$ cat src/rtl/fetch_sequencer_pkg.sv
// rtl/fetch_sequencer_pkg.sv - shared pipeline types and constants for the fetch sequencer
//
// Contents:
//   fetch_seq_state_t : 2-bit fetch FSM state (HOLD, FETCH, STALL, KILL)
//   WAIT_CNT_W        : width of the instruction-memory wait counter
//   HOLD_CNT_W        : width of the post-reset hold counter (covers 1..15)
//   wait_sat_inc      : saturating increment for the wait counter
package fetch_sequencer_pkg;

    typedef enum logic [1:0] {
        ST_HOLD  = 2'd0,
        ST_FETCH = 2'd1,
        ST_STALL = 2'd2,
        ST_KILL  = 2'd3
    } fetch_seq_state_t;

    localparam int WAIT_CNT_W = 8;
    localparam int HOLD_CNT_W = 4;

    function automatic logic [WAIT_CNT_W-1:0] wait_sat_inc(input logic [WAIT_CNT_W-1:0] v);
        return (v == {WAIT_CNT_W{1'b1}}) ? v : v + 1'b1;
    endfunction

endpackage

$ cat src/rtl/fetch_sequencer.sv
// rtl/fetch_sequencer.sv - fetch-stage sequencer: reset hold, stall, redirect kill, memory timeout
//
// Parameters:
//   RESET_HOLD_CYCLES : cycles fetch stays idle after reset release (1..15)
//   TIMEOUT_CYCLES    : consecutive memory wait cycles that raise timeoutErr (2..255)
// Ports:
//   clock      in  : rising-edge clock
//   rst        in  : asynchronous active-high reset
//   redirect   in  : PC redirect this cycle
//   stallF     in  : hazard-unit fetch freeze
//   imemReady  in  : instruction memory returns data this cycle
//   imemReq    out : fetch request to instruction memory
//   pcEnable   out : PC register load enable
//   pipeEnable out : fetch/decode pipe register enable
//   flushD     out : fetch/decode pipe register clear
//   timeoutErr out : sticky memory-timeout flag (registered)
module fetch_sequencer
    import fetch_sequencer_pkg::*;
#(
    parameter int RESET_HOLD_CYCLES = 2,
    parameter int TIMEOUT_CYCLES    = 16
) (
    input  logic clock,
    input  logic rst,
    input  logic redirect,
    input  logic stallF,
    input  logic imemReady,
    output logic imemReq,
    output logic pcEnable,
    output logic pipeEnable,
    output logic flushD,
    output logic timeoutErr
);

    localparam logic [HOLD_CNT_W-1:0] HOLD_LOAD   = HOLD_CNT_W'(RESET_HOLD_CYCLES - 1);
    localparam logic [WAIT_CNT_W-1:0] TIMEOUT_VAL = WAIT_CNT_W'(TIMEOUT_CYCLES);

    fetch_seq_state_t        state;
    fetch_seq_state_t        state_next;
    logic [HOLD_CNT_W-1:0]   hold_cnt;
    logic [WAIT_CNT_W-1:0]   wait_cnt;
    logic [WAIT_CNT_W-1:0]   wait_next;
    logic                    wait_active;

    // Outputs and next state; redirect beats stallF beats imemReady.
    always_comb begin
        imemReq    = 1'b0;
        pcEnable   = 1'b0;
        pipeEnable = 1'b0;
        flushD     = 1'b0;
        state_next = state;
        case (state)
            ST_HOLD: begin
                flushD = 1'b1;
                if (hold_cnt == '0) begin
                    state_next = ST_FETCH;
                end
            end
            ST_FETCH: begin
                imemReq = 1'b1;
                if (redirect) begin
                    pcEnable   = 1'b1;
                    flushD     = 1'b1;
                    // An unreturned fetch must be drained before the next one counts.
                    state_next = imemReady ? ST_FETCH : ST_KILL;
                end else if (stallF) begin
                    state_next = ST_STALL;
                end else if (imemReady) begin
                    pcEnable   = 1'b1;
                    pipeEnable = 1'b1;
                end
            end
            ST_STALL: begin
                if (redirect) begin
                    pcEnable   = 1'b1;
                    flushD     = 1'b1;
                    state_next = ST_FETCH;
                end else if (!stallF) begin
                    state_next = ST_FETCH;
                end
            end
            ST_KILL: begin
                imemReq = 1'b1;
                flushD  = 1'b1;
                if (redirect) begin
                    pcEnable = 1'b1;
                end else if (imemReady) begin
                    // Returned word belongs to the abandoned path; drop it.
                    state_next = ST_FETCH;
                end
            end
            default: begin
                flushD     = 1'b1;
                state_next = ST_HOLD;
            end
        endcase
    end

    // Wait cycles only accumulate while a request stays open across the edge;
    // a return or a move to HOLD/STALL restarts the count.
    always_comb begin
        wait_active = ((state == ST_FETCH) || (state == ST_KILL)) && !imemReady &&
                      ((state_next == ST_FETCH) || (state_next == ST_KILL));
        wait_next   = wait_active ? wait_sat_inc(wait_cnt) : '0;
    end

    always_ff @(posedge clock or posedge rst) begin
        if (rst) begin
            state      <= ST_HOLD;
            hold_cnt   <= HOLD_LOAD;
            wait_cnt   <= '0;
            timeoutErr <= 1'b0;
        end else begin
            state    <= state_next;
            wait_cnt <= wait_next;
            if ((state == ST_HOLD) && (hold_cnt != '0)) begin
                hold_cnt <= hold_cnt - 1'b1;
            end
            if (wait_next == TIMEOUT_VAL) begin
                timeoutErr <= 1'b1;
            end
        end
    end

endmodule

$ cat config.mk
export PLATFORM = sky130hd
export DESIGN_NAME = fetch_sequencer
export DESIGN_NICKNAME = d
export VERILOG_FILES = /design/src/rtl/fetch_sequencer_pkg.sv /design/src/rtl/fetch_sequencer.sv
export SDC_FILE = /design/constraint.sdc
export NUM_CORES = 1
export LEC_CHECK = 0
export CAP_MARGIN = 20
export CORE_MARGIN = 5
export CORE_UTILIZATION = 58
export CTS_BUF_LIST = sky130_fd_sc_hd__clkbuf_2 sky130_fd_sc_hd__clkbuf_4 sky130_fd_sc_hd__clkbuf_8
export DETAILED_ROUTE_END_ITERATION = 16
export PLACE_DENSITY_LB_ADDON = 0.1
export SETUP_SLACK_MARGIN = 0.2
export SLEW_MARGIN = 20
export SYNTH_ARGS = -nofsm -noshare
export SYNTH_HDL_FRONTEND = slang
export SYNTH_SLANG_ARGS = --single-unit
$ cat constraint.sdc
create_clock -name clock -period 2.1 [get_ports clock]
set_input_delay 0.21 -clock clock [delete_from_list [all_inputs] [get_ports clock]]
set_output_delay 0.21 -clock clock [all_outputs]
set_load 0.05 [all_outputs]
* Yosys cells after proc, flatten, opt, wreduce, memory -nomap -nowiden
Cells that the tools add are included.
** Word-level totals
- Output and inout bits :: 5
- Word-level logic and storage cells :: 46
- Register bits after elaboration :: 15
** Cells by class
- Multiplexer cells :: 20
- $add $sub $neg :: 2
- Equal/unequal tests :: 7
- Reduce and logical (&&, ||, !) cells :: 13
** Operators by type and width (count)
- $mux 2 :: 8
- $mux 8 :: 2
- $add 8x1->8 const B :: 1
- $eq 8x5->1 const B :: 1
- $eq 8x8->1 const B :: 1
- $pmux 2 s4 :: 1
- $reduce_or 2->1 :: 4
- $mux 1 :: 7
- $eq 2x2->1 const B :: 3
- $eq 2x1->1 const B :: 2
- $logic_not 4->1 :: 1
- $pmux 1 s2 :: 2
- $reduce_bool 4->1 :: 1
- $sub 4x1->4 const B :: 1
- $logic_and 1x1->1 :: 3
- $logic_not 2->1 :: 1
- $logic_or 1x1->1 :: 2
- $logic_not 1->1 :: 1

* Logic depth before layout (Yosys ltp)
Gate-level depths: netlist (run 1).
- Depth after elaboration :: 8
- Mapped depth :: 7

* Worst setup path after synthesis (run 1)
No wires, ideal clock.
- Path type :: register to output
- Start :: register state[1]
- End :: output port pipeEnable
- Data required time :: 1.890 ns
- Slack :: -0.497 ns
- Cell stages (with the launch flop) :: 4
- Path buffers :: 0
- Data arrival time :: 2.387 ns
- Cells stage by stage :: dfrtp_1 -> inv_1 -> ha_1 -> nor4b_1
** Between the ends
- Cells in the longest elaborated chain, start to end :: 2
** Ends and longest elaborated chain
- start, declared :: line fetch_sequencer.sv:38 : fetch_seq_state_t state;
- start signal, assigned :: line fetch_sequencer.sv:114 : state <= state_next;
- $eq 2x1->1 :: line fetch_sequencer.sv:52 : case (state)
- $mux 1 :: line fetch_sequencer.sv:52
- end, declared :: line fetch_sequencer.sv:30 : output logic pipeEnable,
No other way between the ends.

* Worst setup path after layout (run 1)
- Start :: register state[1]
- End :: output port pcEnable
** Between the ends
- Cells in the longest elaborated chain, start to end :: 3
- Elaborated cells on any way between the ends :: 5
** Ends and longest elaborated chain
- $eq 2x2->1 :: line fetch_sequencer.sv:52
- $reduce_or 2->1 (no source line)
- $pmux 1 s2 * :: line fetch_sequencer.sv:52
- end, declared :: line fetch_sequencer.sv:29 : output logic pcEnable,
Mark *: on every way between the ends. The rest lies on a longest branch, timed or not.

==> impl_metrics.yaml, run 1 <==
grt:
  grtUsageMet2: 0.360
  grt_overflow: 0
  grt_antenna_before_repair: 0
  grt_max_degree: 16
  track_usage: 0.192
  grt_pass1_wl_um: 3730
  grt_use_met3: 0.0372
  grt-busiest-layer: "met2"
  gr-usage-met1: 0.208
  grt_pass1_vias: 823
critical_path:
  startpoint_type: "register"
  startpoint: "state[1]"
  cp_data_arrival_time_ps: 1690
  critPathKind: "reg -> out"
  worst_setup_path_end_kind: "output pin"
  critPathRequiredTime_ps: 1890
  path_max_fanout: 6
  rr_startpoint: "state[0]"
yosys:
  synth_top_area_share: 0.350
  ys_seq_area_frac: 0.376
  synth-warning-count: 0
  yosys.area.top_type: "dfrtp_1"
  synth_edf_count: 0
  synth.area.top_cells: "dfrtp_1 (35%), ha_1 (8.8%), nor2_1 (4.5%)"
  syn_inst: 107
  async_flop_share: 1.00
  synth_nets: 119
  synth_cell_types: 39
  avgSynthCellArea_um2: 9.35
  synth_seq_cells: 15
  synthesis.area_um2: 1000
  synth-main-ff-cell: "dfrtp_1"
floorplan:
  fp.dieH_um: 51.5
  core_area_um2: 1690
  rows: 15
  die_area_um2: 2660
  die_w_um: 51.5
  start_util: 0.593
  ios: 10
timing:
  fmax_ghz: 0.528
  rsz0062_at_grt: "yes"
  final_hold_viol_count: 0
  slew_viol_final: 0
  worst-slew-pin-transition_ps: 596
  setup_viol: 0
  final.setup.tns_ps: 0
  fin_skew_ps: 6.67
  min_period_ps: 1900
  max-slew-margin-rel: 0.602
  fin_crit_sh: 0.902
power:
  seqPwrFrac: 0.297
  p_leak_nw: 0.538
  powerDensity_nw_per_um2: 1030
  p_total_mw: 1.24
  p_int_mw: 0.699
  p_clk_frac: 0.135
  ir_drop_v: 0.000504
  power_frac_comb: 0.568
  p_sw_mw: 0.545
  switching_share: 0.438
layout:
  area_growth_pct: 20.9
  antenna_cells: 0
  final_common_cell: "dfrtp_1"
  drive_gt1_frac: 0.213
  num-nets-final: 135
  layout_common_cells: "dfrtp_1 (13), nor2_1 (12), inv_1 (10)"
routing:
  dr_total_vias: 847
  wl_per_cell_um: 15.8
  first_iter_violations: 18
  via_per_inst: 6.09
  firstDrtPassIters: 4
  drc: 0
  drt_wl_total_um: 2200
  ant_nets: 0
clocking:
  numCtsBuffers: 3
  cts_tree: "done"
  clockBufferDepth: 2
  cts_max_level: 1
  insertion_delay_ps: 290
  cts.sinks: 15
  clk_pin_slew_ps: 100
  root_buffer: "clkbuf_4"
flow_run:
  timing.max_cap.violations: 0
status:
  status: "complete, no violations"
placement:
  dp_hpwl_um: 1550
  gp_congestion: 0.838
  port_buffers: 9
hold_path:
  hold_class: "in -> async"
==> area by class of cell <==
| class | count | area [um2] |
|---|---|---|
| fill | 129 | 479 |
| tap | 17 | 21.3 |
| timing repair buffer | 13 | 135 |
| sequential | 15 | 378 |
| clock buffer | 3 | 22.5 |
| multi-input combinational | 80 | 611 |
| inverter | 10 | 37.5 |
| clock inverter | 1 | 5.00 |
==> cell families (layout without fill, tap and decap cells) <==
family	Yosys count	count (layout)	share of synthesized area
compound gates	23	23	0.163
xor+xnor	6	6	0.0525
fa+ha+maj	7	7	0.0875
buf+inv	12	27	0.0450
flops	15	15	0.376
mux	2	2	0.0212
simple gates	42	42	0.255
==> synth_stat cells (2+ instances only) <==
master and number:
a21oi_1 6, a31oi_1 2, clkbuf_1 2, dfrtp_1 14, ha_1 7, inv_1 10
nand2_1 7, nand3_1 2, nor2_1 12, nor2b_1 3, nor3_1 6, nor4b_1 2
o21ai_0 3, o31ai_1 2, xnor2_1 4, xor2_1 2
==> path summary, 6_finish.rpt <==
path	endpoint	slack, ps	cells after the start
min in group clock	timeoutErr	490	1
max reg2reg	timeoutErr	250	7
min reg2reg	timeoutErr	490	1
max	pcEnable	200	5
min	hold_cnt[1]	280	2
max in group asynchronous	state[1]	1400	2
==> metrics by stage <==
stage / instances / setup slack, ps / hold WS, ps / utilization / area [um2]
final: 139 / 205 / 279 / 0.716 / 1210
after global routing: 139 / 113 / 316 / 0.716 / 1210
after CTS: 139 / 201 / 292 / 0.706 / 1190
after detailed placement: 133 / 195 / 465 / 0.679 / 1150
after global placement: 133 / 236 / 469 / 0.679 / 1150
after floorplan: 107 / 210 / 111 / - / 1010
==> what timing repair did <==
item | 4_1_cts | 5_1_grt
gates resized for setup | 2 | 3
setup endpoints to repair | 8 | 10
buffers inserted | 2 | 0
gates cloned | 0 | 0
hold buffers | 0 | 0
pin swaps | 0 | 1
==> power groups by stage <==
stage	sequential [mW]	clock (mW)	combinational, mW
floorplan	0.361	0	0.458
global placement	0.375	0	0.629
detailed placement	0.375	0	0.639
CTS	0.365	0.171	0.673
global route	0.373	0.189	0.758
finish	0.369	0.168	0.707
==> critical path, stage by stage (launching register included) <==
cell and delay, ps:
dfrtp_2 460, inv_1 110, ha_2 260, nor2_1 90
a211oi_2 300, buf_12 180
==> routing by layer <==
| metal | wire length, um | vias up |
|---|---|---|
| li1 | - | 409 |
| met1 | 876 | 409 |
| met2 | 1200 | 23 |
| met3 | 83 | 6 |
| met4 | 43 | 0 |
| met5 | 0 | - |
==> state kept, by name (all words and copies together) (netlist names) <==
register,flops
state,2
timeoutErr,1
wait_cnt,8
hold_cnt,4
Note: power is estimated with default switching activity, not from simulation.
==> inputs of run 2 (changes only) <==
--- a/config.mk
+++ b/config.mk
@@ -6,10 +6,13 @@
 export NUM_CORES = 1
 export LEC_CHECK = 0
 export CAP_MARGIN = 20
+export CELL_PAD_IN_SITES_DETAIL_PLACEMENT = 1
+export CELL_PAD_IN_SITES_GLOBAL_PLACEMENT = 1
 export CORE_MARGIN = 5
-export CORE_UTILIZATION = 58
+export CORE_UTILIZATION = 45
 export CTS_BUF_LIST = sky130_fd_sc_hd__clkbuf_2 sky130_fd_sc_hd__clkbuf_4 sky130_fd_sc_hd__clkbuf_8
 export DETAILED_ROUTE_END_ITERATION = 16
+export GPL_TIMING_DRIVEN = 0
 export PLACE_DENSITY_LB_ADDON = 0.1
 export SETUP_SLACK_MARGIN = 0.2
 export SLEW_MARGIN = 20
==> impl_metrics.yaml, run 2 (synthesis gave the netlist of run 1 again) <==
placement:
  port_buffers: 9
  dpl_cell_area_um2: 1140
  dp_cells: 144
  dp_hpwl_um: 1800
  gp_congestion: 0.758
critical_path:
  cp_slowest_stage_delay_ps: 440
  startpoint_type: "register"
  cp_top_family: "simple AND/OR/NAND/NOR gates"
  r2r_end: "wait_cnt[2]"
  critPathRequiredTime_ps: 2290
  critPathKind: "reg -> reg"
  path_max_fanout: 7
  worst_setup_path_end_kind: "register"
  critPathBufInv: 1
  cp_data_arrival_time_ps: 2060
  ff2ff_path_depth: 7
  worstPathCellList: "buf_4 -> ha_1 -> or3_4 -> a21oi_4 -> o22a_4 -> nand3b_4 -> nor3_1"
  cp_slowest_cell: "or3_4"
  r2r_slack_ps: 230
  rr_startpoint: "state[1]"
layout:
  layout_common_cells: "dfrtp_1 (14), inv_1 (10), nor2_1 (9)"
  reg_top3: "wait_cnt: 8 flops, hold_cnt: 4 flops, state: 2 flops"
  num-nets-final: 135
  design_area_um2: 1230
  largest_reg_flops: 8
  fillCellCount: 248
  largest_register: "wait_cnt"
  final_common_cell: "dfrtp_1"
  area_growth_pct: 22.5
  antenna_cells: 0
  drive_gt1_frac: 0.230
  stdcell_count: 150
  final_util: 0.565
timing:
  rsz0062_at_grt: "yes"
  setup_viol: 0
  slew_viol_final: 0
  max-slew-margin-rel: 0.616
  fin_skew_ps: 2.38
  worst-slew-pin-transition_ps: 576
  final_hold_viol_count: 0
  fmax_ghz: 0.535
  fin_crit_sh: 0.890
  min_period_ps: 1870
clocking:
  cts.sinks: 15
  numCtsBuffers: 3
  cts_max_level: 1
  cts_tree: "done"
  clockBufferDepth: 2
  root_buffer: "clkbuf_4"
  clk_pin_slew_ps: 90
  insertion_delay_ps: 290
power:
  powerDensity_nw_per_um2: 1050
  p_leak_nw: 0.524
  ir_drop_v: 0.000770
hold_path:
  hold_class: "in -> async"
grt:
  grt_pass1_vias: 910
  grt_antenna_before_repair: 0
  grt_overflow: 0
  grt_pass1_wl_um: 4150
  grt_max_degree: 16
  track_usage: 0.163
floorplan:
  core_area_um2: 2170
  start_util: 0.461
  ios: 10
  die_area_um2: 3270
  fp.dieH_um: 57.2
  die_w_um: 57.2
  rows: 17
routing:
  dr_total_vias: 844
  firstDrtPassIters: 4
  drt_wl_total_um: 2440
  wl_per_cell_um: 16.2
  ant_nets: 0
  first_iter_violations: 19
  via_per_inst: 5.63
  drc: 0
status:
  status: "complete, no violations"
flow_run:
  timing.max_cap.violations: 0
run 2: cell count changes in the layout (fill, tap and decap cells not counted), sizes merged:
cell and change:
buf -4, clkbuf +5, clkinv -1
run 2: area by class of cell:
class | count | area [um2] | area share
Clock buffer | 4 | 30.0 | 0.0245
Timing Repair Buffer | 11 | 87.6 | 0.0714
Tap cell | 28 | 35.0 | 0.0286
Multi-Input combinational cell | 80 | 652 | 0.532
Inverter | 10 | 37.5 | 0.0306
Sequential cell | 15 | 377 | 0.307
Buffer | 2 | 7.51 | 0.00612
run 2: timing repair:
item / 4_1_cts / 5_1_grt
pin swaps: 0 / 2
hold buffers: 0 / 0
setup endpoints to repair: 12 / 11
gates resized for setup: 20 / 12
setup buffers: 2 / 0
run 2: metrics by stage:
stage	hold WS [ps]	setup TNS, ps	power [mW]	setup slack (ps)
2_1_floorplan	111	0	0.819	210
3_3_place_gp	458	-76.8	0.958	-75.3
3_5_place_dp	461	-152	0.983	-124
4_1_cts	278	0	1.18	148
5_1_grt	300	0	1.37	168
6_report	264	0	1.29	230
run 2: power breakdown:
part           internal (mW)  switching (mW)  total, mW  leakage, nW
Combinational          0.294           0.450      0.744        0.305
Sequential             0.321          0.0345      0.355        0.200
Clock                 0.0869           0.101      0.187       0.0184
run 2: worst max-delay path by stage:
stage,startpoint,endpoint,slack (ps),cells past startpoint
after floorplan,state[1],pipeEnable,210,3
after global placement,state[1],pcEnable,-80,5
after detailed placement,state[1],pcEnable,-120,5
after CTS,state[0],pcEnable,150,5
after global routing,state[1],wait_cnt[7],170,7
final,state[1],wait_cnt[2],230,7
run 2: routing by layer:
layer	vias up	wire length (um)	global-route usage	share of wire
met5	-	0	0	0
met4	0	40	0.0695	0.016
met3	4	67	0.0317	0.027
met2	9	1190	0.259	0.49
met1	422	1140	0.214	0.47
li1	409	-	-	-
run 2: worst register-to-register path, delay by kind of cell (launching register included):
family	cells	cell delay, ps
AO/OA/AOI/OAI	2	310
adder cells (fa/ha/maj)	1	220
buffers and inverters	1	160
flip-flops	1	390
AND/OR/NAND/NOR	3	690
==> inputs of run 3 (changes only) <==
--- a/config.mk
+++ b/config.mk
@@ -9,13 +9,12 @@
 export CELL_PAD_IN_SITES_DETAIL_PLACEMENT = 1
 export CELL_PAD_IN_SITES_GLOBAL_PLACEMENT = 1
 export CORE_MARGIN = 5
-export CORE_UTILIZATION = 45
+export CORE_UTILIZATION = 48
 export CTS_BUF_LIST = sky130_fd_sc_hd__clkbuf_2 sky130_fd_sc_hd__clkbuf_4 sky130_fd_sc_hd__clkbuf_8
 export DETAILED_ROUTE_END_ITERATION = 16
 export GPL_TIMING_DRIVEN = 0
 export PLACE_DENSITY_LB_ADDON = 0.1
 export SETUP_SLACK_MARGIN = 0.2
-export SLEW_MARGIN = 20
 export SYNTH_ARGS = -nofsm -noshare
 export SYNTH_HDL_FRONTEND = slang
 export SYNTH_SLANG_ARGS = --single-unit
==> constraint.sdc (replaced) <==
create_clock -name clock -period 2.39 [get_ports clock]
set_input_delay 0.239 -clock clock [delete_from_list [all_inputs] [get_ports clock]]
set_output_delay 0.239 -clock clock [all_outputs]
set_load 0.05 [all_outputs]
==> impl_metrics.yaml, run 3 (synthesis gave the netlist of run 1 again) <==
layout:
  final-seq-area_um2: 377
  final_common_cell: "dfrtp_1"
  reg_top3: "wait_cnt: 8 flops, hold_cnt: 4 flops, state: 2 flops"
  antenna_cells: 0
  largest_reg_flops: 8
  largest_register: "wait_cnt"
  fillCellCount: 224
  drive_gt1_frac: 0.142
  num-nets-final: 133
  design_area_um2: 1150
  multi_input_area_um2: 591
  area_growth_pct: 14.6
  layout_common_cells: "dfrtp_1 (14), nor2_1 (12), inv_1 (10)"
routing:
  drc: 0
  drt_wl_total_um: 2260
  firstDrtPassIters: 3
  dr_total_vias: 832
  first_iter_violations: 11
  ant_nets: 0
  via_per_inst: 5.66
  wl_per_cell_um: 15.3
grt:
  grt_pass1_vias: 864
  grt_antenna_before_repair: 0
  grt_overflow: 0
  grt_max_degree: 16
  grt_pass1_wl_um: 4020
  track_usage: 0.163
timing:
  fin_ws_ps: 321
  min_period_ps: 2070
  setup_viol: 0
  slew_viol_final: 0
  worst-slew-pin-transition_ps: 563
  fin_crit_sh: 0.866
  max-slew-margin-rel: 0.624
  holdWs_ps: 313
  fmax_ghz: 0.483
  fin_skew_ps: 14.0
  final_hold_viol_count: 0
  rsz0062_at_grt: "yes"
  final.setup.tns_ps: 0
placement:
  dp_hpwl_um: 1760
  dpl_cell_area_um2: 1140
  port_buffers: 9
  dp_slack_ps: 129
  gp_congestion: 0.830
critical_path:
  worstPathCellList: "inv_1 -> ha_1 -> nor2_1 -> a211oi_2 -> clkbuf_2"
  critPathKind: "reg -> out"
  cp_data_arrival_time_ps: 1830
  cp_top_family: "flip-flops"
  startpoint_type: "register"
  cp_slowest_cell: "dfrtp_1"
  worst_setup_path_end_kind: "output pin"
  critPathBufInv: 2
  path_max_fanout: 6
  critPathRequiredTime_ps: 2150
  cp_slowest_stage_delay_ps: 460
floorplan:
  core_area_um2: 1980
  rows: 16
  die_area_um2: 3100
  start_util: 0.505
  fp.dieH_um: 55.7
  die_w_um: 55.7
  ios: 10
status:
  status: "complete, no violations"
clocking:
  root_buffer: "clkbuf_4"
  cts.sinks: 15
  clockBufferDepth: 2
  clk_pin_slew_ps: 100
  insertion_delay_ps: 290
  cts_tree: "done"
  numCtsBuffers: 3
  post_cts_buffers: 0
  cts_max_level: 1
power:
  p_leak_nw: 0.509
  ir_drop_v: 0.000636
  powerDensity_nw_per_um2: 855
hold_path:
  hold_class: "in -> async"
flow_run:
  timing.max_cap.violations: 0
==> run 3: cell count changes in the layout (fill, tap and decap cells not counted), sizes merged <==
cell	change
buf	-4
clkinv	+1
dlygate4sd2	+1
==> run 3: metal layers <==
layer / vias to the layer above / track usage / wire (um)
li1: 407 / - / -
met1: 410 / 0.216 / 1100
met2: 10 / 0.247 / 1070
met3: 5 / 0.0487 / 52
met4: 0 / 0.0625 / 34
met5: - / 0 / 0
==> run 3: final cells by class <==
type | instances | share of cell area
clock inverters | 1 | 0.00436
clock buffers | 3 | 0.0196
repair buffers | 9 | 0.0643
flip-flops and latches | 15 | 0.328
well taps | 27 | 0.0294
inverters | 10 | 0.0327
plain buffers | 2 | 0.00654
multi-input cells | 80 | 0.515
==> run 3: final timing paths <==
kind,startpoint,to,slack (ps),depth (start not counted)
min in group clock,timeoutErr,timeoutErr,480,1
setup / recovery,state[1],pcEnable,320,5
max in group asynchronous,rst,state[0],1690,2
hold / removal,rst,hold_cnt[1],310,2
setup reg to reg,state[0],timeoutErr,360,7
hold reg to reg,timeoutErr,timeoutErr,480,1
==> run 3: worst register-to-register path, cell delays in order (launching register included) <==
cell and delay, ps:
dfrtp_1 440, inv_1 120, ha_1 320, or3_1 410
a21oi_1 170, o22a_4 190, nor4_4 50, a41o_1 210
==> run 3: per-stage QoR <==
stage	cells	power (mW)	util
after floorplan	107	0.720	-
after global placement	143	0.842	0.573
after detailed placement	143	0.863	0.573
after CTS	147	0.995	0.585
after global routing	147	1.06	0.579
final	147	0.981	0.579
==> run 3: repair_timing <==
item	in CTS	in global routing
hold buffers	0	0
gates resized for setup	5	6
endpoints found under the setup margin	4	3
==> run 3: power breakdown <==
| part | internal, mW | switching [mW] | total, mW |
|---|---|---|---|
| combinational | 0.180 | 0.326 | 0.506 |
| clock | 0.0623 | 0.0870 | 0.149 |
| sequential | 0.282 | 0.0434 | 0.325 |
